[config.mk]
export PLATFORM = sky130hd
export DESIGN_NAME = mdu_iter_flat
export DESIGN_NICKNAME = d
export VERILOG_FILES = /design/src/rtl/mdu_pkg.sv /design/src/rtl/mdu_if.sv /design/src/rtl/mdu_div_core.sv /design/src/rtl/mdu_iter.sv /design/src/flat_wrapper.sv
export SDC_FILE = /design/constraint.sdc
export NUM_CORES = 2
export LEC_CHECK = 0
export CAP_MARGIN = 5
export CORE_ASPECT_RATIO = 1.2
export CORE_MARGIN = 3
export CORE_UTILIZATION = 60
export CTS_BUF_LIST = sky130_fd_sc_hd__clkbuf_2 sky130_fd_sc_hd__clkbuf_4 sky130_fd_sc_hd__clkbuf_8
export CTS_CLUSTER_SIZE = 8
export DETAILED_ROUTE_END_ITERATION = 16
export HOLD_SLACK_MARGIN = 0.1
export PLACE_DENSITY = 0.8
export RECOVER_POWER = 50
export SETUP_SLACK_MARGIN = 0.05
export SYNTH_ARGS = -nofsm -noshare
export SYNTH_HDL_FRONTEND = slang
export SYNTH_SLANG_ARGS = --single-unit
[constraint.sdc]
create_clock -name clk -period 8.45 [get_ports clk]
set_clock_uncertainty 0.2 [all_clocks]
set_input_delay 0.845 -clock clk [delete_from_list [all_inputs] [get_ports clk]]
set_output_delay 0.845 -clock clk [all_outputs]
set_load 0.03 [all_outputs]
[src/rtl/mdu_pkg.sv]
// mdu_pkg: shared types for the multiply/divide unit.
//   mdu_op_t    - operation code driven on the MDU issue port
//   mdu_state_t - sequencer state of mdu_iter
//   div_cycles  - total divide latency for a given operand width
package mdu_pkg;

    typedef enum logic [3:0] {
        NOP   = 4'd0,
        MULT  = 4'd1,
        MULTU = 4'd2,
        DIV   = 4'd3,
        DIVU  = 4'd4,
        MTHI  = 4'd5,
        MTLO  = 4'd6,
        MADD  = 4'd7,
        MADDU = 4'd8,
        MSUB  = 4'd9,
        MSUBU = 4'd10
    } mdu_op_t;

    typedef enum logic [1:0] {
        IDLE     = 2'd0,
        MUL      = 2'd1,
        DIV_ITER = 2'd2,
        DIV_FIX  = 2'd3
    } mdu_state_t;

    // One cycle to load the divider core, WIDTH iterations, one cycle of sign fix-up.
    function automatic int div_cycles(input int width);
        return width + 2;
    endfunction

endpackage

[src/rtl/mdu_if.sv]
// mdu_if: issue/result bundle between the EX stage and the MDU.
//   op, start, d1, d2 : issue side (driven by master)
//   busy, done, hi, lo: status and HI/LO registers (driven by slave)
interface mdu_if
    import mdu_pkg::*;
#(
    parameter int WIDTH = 32
);
    mdu_op_t            op;
    logic               start;
    logic [WIDTH-1:0]   d1;
    logic [WIDTH-1:0]   d2;
    logic               busy;
    logic               done;
    logic [WIDTH-1:0]   hi;
    logic [WIDTH-1:0]   lo;

    modport master (output op, start, d1, d2, input busy, done, hi, lo);
    modport slave  (input op, start, d1, d2, output busy, done, hi, lo);
endinterface

[src/rtl/mdu_div_core.sv]
// mdu_div_core: unsigned radix-2 restoring divider, one quotient bit per step.
//   clk, reset (async, active-low)
//   load      : capture dividend/divisor, clear partial remainder
//   step      : perform one restoring iteration
//   dividend, divisor : unsigned operands (sampled on load)
//   quotient, remainder : valid after WIDTH steps
module mdu_div_core #(
    parameter int WIDTH = 32
) (
    input  logic             clk,
    input  logic             reset,
    input  logic             load,
    input  logic             step,
    input  logic [WIDTH-1:0] dividend,
    input  logic [WIDTH-1:0] divisor,
    output logic [WIDTH-1:0] quotient,
    output logic [WIDTH-1:0] remainder
);
    logic [WIDTH-1:0] q_q;
    logic [WIDTH-1:0] r_q;
    logic [WIDTH-1:0] dvs_q;
    logic [WIDTH:0]   r_sh;
    logic [WIDTH:0]   trial;

    // Dividend bits shift out of the top of q_q into the remainder while
    // quotient bits shift in at the bottom.
    assign r_sh  = {r_q, q_q[WIDTH-1]};
    assign trial = r_sh - {1'b0, dvs_q};

    always_ff @(posedge clk or negedge reset) begin
        if (!reset) begin
            q_q   <= '0;
            r_q   <= '0;
            dvs_q <= '0;
        end else if (load) begin
            q_q   <= dividend;
            r_q   <= '0;
            dvs_q <= divisor;
        end else if (step) begin
            if (trial[WIDTH]) begin
                r_q <= r_sh[WIDTH-1:0];
                q_q <= {q_q[WIDTH-2:0], 1'b0};
            end else begin
                r_q <= trial[WIDTH-1:0];
                q_q <= {q_q[WIDTH-2:0], 1'b1};
            end
        end
    end

    assign quotient  = q_q;
    assign remainder = r_q;
endmodule

[src/rtl/mdu_iter.sv]
// mdu_iter: multi-cycle multiply/divide unit owning HI/LO.
//   clk   : rising-edge clock
//   reset : asynchronous, active-low
//   bus   : mdu_if.slave - op/start/d1/d2 in; busy/done/hi/lo out
// Multiply results land MUL_CYCLES after accept, divides div_cycles(WIDTH)
// after accept; done pulses for the cycle after the result lands.
// Build option: MDU_MADD_EN enables MADD/MADDU/MSUB/MSUBU (accumulate into
// {hi,lo}); without it those codes are ignored like NOP.
//
// state    | meaning
// IDLE     | waiting for an op; MTHI/MTLO handled here
// MUL      | counting down multiply latency
// DIV_ITER | first cycle loads divider core, then WIDTH restoring steps
// DIV_FIX  | apply signs / divide-by-zero result, write HI/LO
module mdu_iter
    import mdu_pkg::*;
#(
    parameter int WIDTH      = 32,
    parameter int MUL_CYCLES = 5
) (
    input  logic clk,
    input  logic reset,
    mdu_if.slave bus
);
    localparam int CNT_MAX = (WIDTH > MUL_CYCLES) ? WIDTH : MUL_CYCLES;
    localparam int CNT_W   = $clog2(CNT_MAX + 1);
    localparam logic [CNT_W-1:0] CNT_DIV = CNT_W'(div_cycles(WIDTH) - 2);
    localparam logic [CNT_W-1:0] CNT_MUL = CNT_W'(MUL_CYCLES - 1);

    function automatic logic is_long_op(input mdu_op_t o);
`ifdef MDU_MADD_EN
        return o inside {MULT, MULTU, DIV, DIVU, MADD, MADDU, MSUB, MSUBU};
`else
        return o inside {MULT, MULTU, DIV, DIVU};
`endif
    endfunction

    mdu_state_t         state_q, state_d;
    logic [CNT_W-1:0]   cnt_q;
    mdu_op_t            op_q;
    logic [WIDTH-1:0]   a_q, b_q, hi_q, lo_q;
    logic               done_q;
    logic               accept, core_load, core_step;
    logic               a_neg, b_neg, div_zero, signed_mul;
    logic [WIDTH-1:0]   a_mag, b_mag, quot, rem, quot_s, rem_s;
    logic [2*WIDTH-1:0] a_ext, b_ext, prod, mul_res;

    assign accept = bus.start && (state_q == IDLE) && is_long_op(bus.op);

    // Magnitudes come from the captured operands so the abs/negate logic is
    // off the issue path; MIN stays MIN and is correct as an unsigned value.
    assign a_neg    = (op_q == DIV) && a_q[WIDTH-1];
    assign b_neg    = (op_q == DIV) && b_q[WIDTH-1];
    assign a_mag    = a_neg ? -a_q : a_q;
    assign b_mag    = b_neg ? -b_q : b_q;
    assign div_zero = (b_q == '0);
    assign quot_s   = (a_neg ^ b_neg) ? -quot : quot;
    assign rem_s    = a_neg ? -rem : rem;

    // Extending both operands to 2*WIDTH gives the exact product modulo 2^(2*WIDTH).
    assign signed_mul = op_q inside {MULT, MADD, MSUB};
    assign a_ext = signed_mul ? {{WIDTH{a_q[WIDTH-1]}}, a_q} : {{WIDTH{1'b0}}, a_q};
    assign b_ext = signed_mul ? {{WIDTH{b_q[WIDTH-1]}}, b_q} : {{WIDTH{1'b0}}, b_q};
    assign prod  = a_ext * b_ext;

    mdu_div_core #(.WIDTH(WIDTH)) u_div_core (
        .clk       (clk),
        .reset     (reset),
        .load      (core_load),
        .step      (core_step),
        .dividend  (a_mag),
        .divisor   (b_mag),
        .quotient  (quot),
        .remainder (rem)
    );

    always_ff @(posedge clk or negedge reset) begin
        if (!reset) begin
            state_q <= IDLE;
        end else begin
            state_q <= state_d;
        end
    end

    always_comb begin
        state_d   = state_q;
        core_load = 1'b0;
        core_step = 1'b0;
        mul_res   = prod;
        case (state_q)
            IDLE: begin
                if (accept) begin
                    state_d = (bus.op inside {DIV, DIVU}) ? DIV_ITER : MUL;
                end
            end
            MUL: begin
                if (cnt_q == '0) state_d = IDLE;
            end
            DIV_ITER: begin
                core_load = (cnt_q == CNT_DIV);
                core_step = (cnt_q != CNT_DIV);
                if (cnt_q == '0) state_d = DIV_FIX;
            end
            DIV_FIX: state_d = IDLE;
            default: state_d = IDLE;
        endcase
`ifdef MDU_MADD_EN
        if (op_q inside {MADD, MADDU}) begin
            mul_res = {hi_q, lo_q} + prod;
        end else if (op_q inside {MSUB, MSUBU}) begin
            mul_res = {hi_q, lo_q} - prod;
        end
`endif
    end

    always_ff @(posedge clk or negedge reset) begin
        if (!reset) begin
            cnt_q  <= '0;
            op_q   <= NOP;
            a_q    <= '0;
            b_q    <= '0;
            hi_q   <= '0;
            lo_q   <= '0;
            done_q <= 1'b0;
        end else begin
            done_q <= 1'b0;
            if ((state_q == IDLE) && bus.start) begin
                if (bus.op == MTHI) hi_q <= bus.d1;
                if (bus.op == MTLO) lo_q <= bus.d1;
            end
            if (accept) begin
                op_q  <= bus.op;
                a_q   <= bus.d1;
                b_q   <= bus.d2;
                cnt_q <= (bus.op inside {DIV, DIVU}) ? CNT_DIV : CNT_MUL;
            end else if (cnt_q != '0) begin
                cnt_q <= cnt_q - 1'b1;
            end
            if ((state_q == MUL) && (cnt_q == '0)) begin
                {hi_q, lo_q} <= mul_res;
                done_q       <= 1'b1;
            end
            if (state_q == DIV_FIX) begin
                if (div_zero) begin
                    hi_q <= a_q;
                    lo_q <= '1;
                end else begin
                    hi_q <= rem_s;
                    lo_q <= quot_s;
                end
                done_q <= 1'b1;
            end
        end
    end

    assign bus.busy = (state_q != IDLE);
    assign bus.done = done_q;
    assign bus.hi   = hi_q;
    assign bus.lo   = lo_q;
endmodule

[src/flat_wrapper.sv]
// flat-port wrapper written by rule: the top's interface ports become plain ports
module mdu_iter_flat import mdu_pkg::*;
#(
    parameter int WIDTH      = 32,
    parameter int MUL_CYCLES = 5
)
  (clk, reset, bus_op, bus_start, bus_d1, bus_d2, bus_busy, bus_done, bus_hi, bus_lo);
  mdu_if #(.WIDTH(WIDTH)) bus_i ();
  input  logic clk;
  input  logic reset;
  input wire logic [$bits(bus_i.op)-1:0] bus_op;
  input wire logic [$bits(bus_i.start)-1:0] bus_start;
  input wire logic [$bits(bus_i.d1)-1:0] bus_d1;
  input wire logic [$bits(bus_i.d2)-1:0] bus_d2;
  output wire logic [$bits(bus_i.busy)-1:0] bus_busy;
  output wire logic [$bits(bus_i.done)-1:0] bus_done;
  output wire logic [$bits(bus_i.hi)-1:0] bus_hi;
  output wire logic [$bits(bus_i.lo)-1:0] bus_lo;
  assign bus_i.op = bus_op;
  assign bus_i.start = bus_start;
  assign bus_i.d1 = bus_d1;
  assign bus_i.d2 = bus_d2;
  assign bus_busy = bus_i.busy;
  assign bus_done = bus_i.done;
  assign bus_hi = bus_i.hi;
  assign bus_lo = bus_i.lo;
  mdu_iter #(.WIDTH(WIDTH), .MUL_CYCLES(MUL_CYCLES)) u_core (.clk(clk), .reset(reset), .bus(bus_i));
endmodule
==> results.json <==
{
  "via_per_inst": 5.83,
  "drc": 0,
  "detailroute.wirelength.met3_um": 19700,
  "hold_violations": 0,
  "setup_viol_count_final": 37,
  "postSynth.asyncResetShare": 1.00,
  "criticalPathCategory": "reg -> reg",
  "flow.area_growth_from_synthesis_pct": 20.2,
  "muxShareOfSynthArea": 0.0186,
  "drtAntennaViolNets": 0,
  "detailed_place.area_um2": 71300,
  "final_cell_count_no_fill": 9014,
  "drt_pre_antenna_iters": 6,
  "synth_top_cells_by_area": "sky130_fd_sc_hd__fa_1 45%, sky130_fd_sc_hd__inv_1 9.8%, sky130_fd_sc_hd__dfrtp_1 9.5%",
  "post_synth_instance_area_um2": 62600,
  "start_util": 0.606,
  "htree_levels": 2,
  "die_h_um": 360,
  "synthesis.area_per_instance_um2": 9.04,
  "maxCapViolCount": 3,
  "detailed_place_hpwl_um": 182000,
  "fp.dieW_um": 301,
  "route.detailed.wl_per_inst_um": 25.0,
  "yosys.area_share.adder": 0.524,
  "synthDistinctLibCells": 88,
  "clk_pin_slew_worst_paths_ns": 0.07,
  "routed.top_layer": "met5",
  "clockBufferDepth": 3,
  "syn_nets": 8754,
  "req_time_crit_path_ns": 8.80,
  "floorplan.rows": 129,
  "finalNetCount": 9434,
  "clock_sink_count": 237,
  "critPathCaptureType": "flip-flop",
  "proportion_of_layout_cells_with_a_drive_suffix_above_1": 0.189,
  "synth-main-ff-cell": "sky130_fd_sc_hd__dfrtp_1",
  "failed_checks": "max-capacitance violations, max-slew violations, negative setup slack",
  "grt_overflow_total": 0,
  "initial_antenna_violation_count": 13,
  "via_count": 52600,
  "synth-compound-area-share": 0.0740,
  "grt_start_max_net_pins": 176,
  "post_synth_edffs": 0,
  "crit_path_start_kind": "flip-flop",
  "nFillCells": 7465,
  "post-synth-top-area-fraction": 0.454,
  "yosysWarningCount": 0,
  "detailed_routed_wire_length_on_met2_um": 107000,
  "proportion_of_synthesized_chip_area_in_sequential_cells": 0.0948,
  "total_clock_buffers_created_by_cts": 41,
  "cell_type_with_the_largest_total_area_after_synthesis": "sky130_fd_sc_hd__fa_1",
  "grt_use_total": 0.422,
  "crit_arrival_ns": 9.46,
  "grt_first_pass_wirelength_um": 340000,
  "grt_pass1_vias": 58200,
  "synth.most_common_cell": "sky130_fd_sc_hd__inv_1",
  "totalWireLength_um": 225000,
  "critical_path.most_common_cell": "sky130_fd_sc_hd__fa_1",
  "run_status": "complete, but fails checks",
  "route.layer.met1.wl_um": 73400,
  "cts.root.buffer_cell": "sky130_fd_sc_hd__clkbuf_8",
  "fin_crit_ns": 9.11,
  "layout_setup_ws_ns": -0.656,
  "placeableCoreArea_um2": 103000,
  "largest_family_of_logic_cells_by_synthesized_area": "adder cells",
  "max_fclk_mhz": 110,
  "cts_tree": "built",
  "fp.dieArea_um2": 108000,
  "post_synth_inst_count": 6918,
  "placed_cells": 8827,
  "portBuffers": 136,
  "worstPathMaxFanout": 7,
  "fin_area_um2": 75200,
  "cpMaxStageDelayCell": "sky130_fd_sc_hd__fa_2",
  "synth_xor_area_frac": 0.0367,
  "worstMarginPinSlew_ns": 4.50,
  "cpPeakStageDelay_ns": 0.57,
  "dr.first_iter.drc_count": 4709,
  "ranking_of_synthesized_cells_by_instance_count": "1,635 x sky130_fd_sc_hd__inv_1, 1,420 x sky130_fd_sc_hd__fa_1, 974 x sky130_fd_sc_hd__nand2_1, 358 x sky130_fd_sc_hd__and2_1, 345 x sky130_fd_sc_hd__ha_1",
  "worstSkewPairLatency_ns": 0.71,
  "num_io_pins": 137,
  "worst_slew_margin_rel": -2.00,
  "yosys.area_share.simple": 0.129,
  "timing.final.crit_share": 1.08,
  "hold_crit_path_type": "reg -> reg",
  "grt_setup_unrepaired": "yes",
  "timing_max_transition_violations_final": 305,
  "ys_ff_latch": 237,
  "gp_routability_congestion": 1.05
}
## final cells by class
cell class,count,area [um^2],area share
clock buffer,66,815,0.0108
antenna,10,25.0,0.000333
inverter,1637,6160,0.0820
clock inverter,8,82.6,0.00110
multi-input combinational,4661,50900,0.677
timing repair buffer,1020,9500,0.126
sequential,237,5950,0.0792
tap,1375,1720,0.0229
## state kept, by name, indices dropped and copies added (netlist names), 6 cells and up
signal                       cells
u_core.bus.hi                   32
u_core.bus.lo                   32
u_core.u_div_core.quotient      32
u_core.a_q                      32
u_core.cnt_q                     6
u_core.b_q                      32
u_core.u_div_core.remainder     32
u_core.u_div_core.dvs_q         32
## routing by layer
| layer | track usage | vias up |
|---|---|---|
| met2 | 0.695 | 2955 |
| met5 | 0 | - |
| met3 | 0.0831 | 1111 |
| met1 | 0.471 | 26500 |
| li1 | - | 22000 |
| met4 | 0.354 | 6 |
## through the flow
| step | setup slack (ns) | util | setup TNS, ns | hold slack (ns) |
|---|---|---|---|---|
| after floorplan | -0.307 | - | -0.997 | 0.250 |
| after global placement | -0.756 | 0.690 | -19.67 | 0.260 |
| after detailed placement | -0.943 | 0.690 | -24.21 | 0.269 |
| after CTS | -0.544 | 0.718 | -10.98 | 0.281 |
| after global routing | -0.952 | 0.727 | -24.50 | 0.293 |
| final | -0.656 | 0.728 | -15.21 | 0.276 |
## timing repair
item,4_1_cts,5_1_grt
hold endpoints to repair,62,0
hold buffers,1,0
setup endpoints to repair,44,47
buffers inserted,78,31
resized for setup,319,214
pin swaps,167,103
gates cloned,1,2
## cell families (layout without fill, tap and decap cells)
group / Yosys count / in the layout
adders and majority gates: 1767 / 1767
and+or+nand+nor: 1761 / 1761
other: 0 / 10
muxes: 107 / 107
buffers and inverters: 2020 / 2731
xor gates and xnor gates: 261 / 261
AOI/OAI and AO/OA: 765 / 765
DFF: 237 / 237
## layout by cell type, fill, tap and decap left out, types with 16 or more instances in the layout
cell                              count
sky130_fd_sc_hd__a211oi_1            17
sky130_fd_sc_hd__a21o_1              43
sky130_fd_sc_hd__a21oi_1            189
sky130_fd_sc_hd__a21oi_2             41
sky130_fd_sc_hd__a31oi_1             18
sky130_fd_sc_hd__and2_1             350
sky130_fd_sc_hd__buf_12              94
sky130_fd_sc_hd__buf_4              723
sky130_fd_sc_hd__buf_6               49
sky130_fd_sc_hd__clkbuf_4            16
sky130_fd_sc_hd__clkbuf_8            51
sky130_fd_sc_hd__clkdlybuf4s50_1    130
sky130_fd_sc_hd__dfrtp_1            224
sky130_fd_sc_hd__fa_1              1357
sky130_fd_sc_hd__fa_2                63
sky130_fd_sc_hd__ha_1               310
sky130_fd_sc_hd__ha_4                35
sky130_fd_sc_hd__inv_1             1580
sky130_fd_sc_hd__inv_2               53
sky130_fd_sc_hd__mux2_2              73
sky130_fd_sc_hd__mux2i_1             34
sky130_fd_sc_hd__nand2_1            941
sky130_fd_sc_hd__nand2_2             23
sky130_fd_sc_hd__nand3_1             24
sky130_fd_sc_hd__nor2_1             199
sky130_fd_sc_hd__nor3_1              32
sky130_fd_sc_hd__o211ai_1            17
sky130_fd_sc_hd__o21ai_0            175
sky130_fd_sc_hd__o21ai_1             40
sky130_fd_sc_hd__o21ai_2             24
sky130_fd_sc_hd__o22ai_1             29
sky130_fd_sc_hd__o31ai_1             20
sky130_fd_sc_hd__or3_1               19
sky130_fd_sc_hd__xnor2_1            163
sky130_fd_sc_hd__xor2_1              79
## worst paths after layout
kind                                               start                       endpoint  slack (ns)  cells past startpoint
max                           u_core.op_q[3]$_DFFE_PN0P_  u_core.bus.hi[23]$_DFFE_PN0P_       -0.66                     35
min                        u_core.bus.lo[17]$_DFFE_PN0P_  u_core.bus.lo[17]$_DFFE_PN0P_        0.28                      2
max reg2reg                   u_core.op_q[3]$_DFFE_PN0P_  u_core.bus.hi[23]$_DFFE_PN0P_       -0.66                     35
min reg2reg                u_core.bus.lo[17]$_DFFE_PN0P_  u_core.bus.lo[17]$_DFFE_PN0P_        0.28                      2
max in group asynchronous                          reset     u_core.a_q[12]$_DFFE_PN0P_        1.02                      3
min in group asynchronous                          reset     u_core.b_q[18]$_DFFE_PN0P_        2.11                      2
## critical path: cells and delay by family, from the launching register on
kind                       cells  cell delay, ns
and+or+nand+nor                4            0.88
DFF                            1            0.38
xor gates and xnor gates       1            0.18
AOI/OAI and AO/OA              7            0.88
adders and majority gates     11            5.37
buffers and inverters         12            1.07
Power is not shown: default switching activity piles up to over one toggle a cycle in this logic, so the estimate is an artifact.
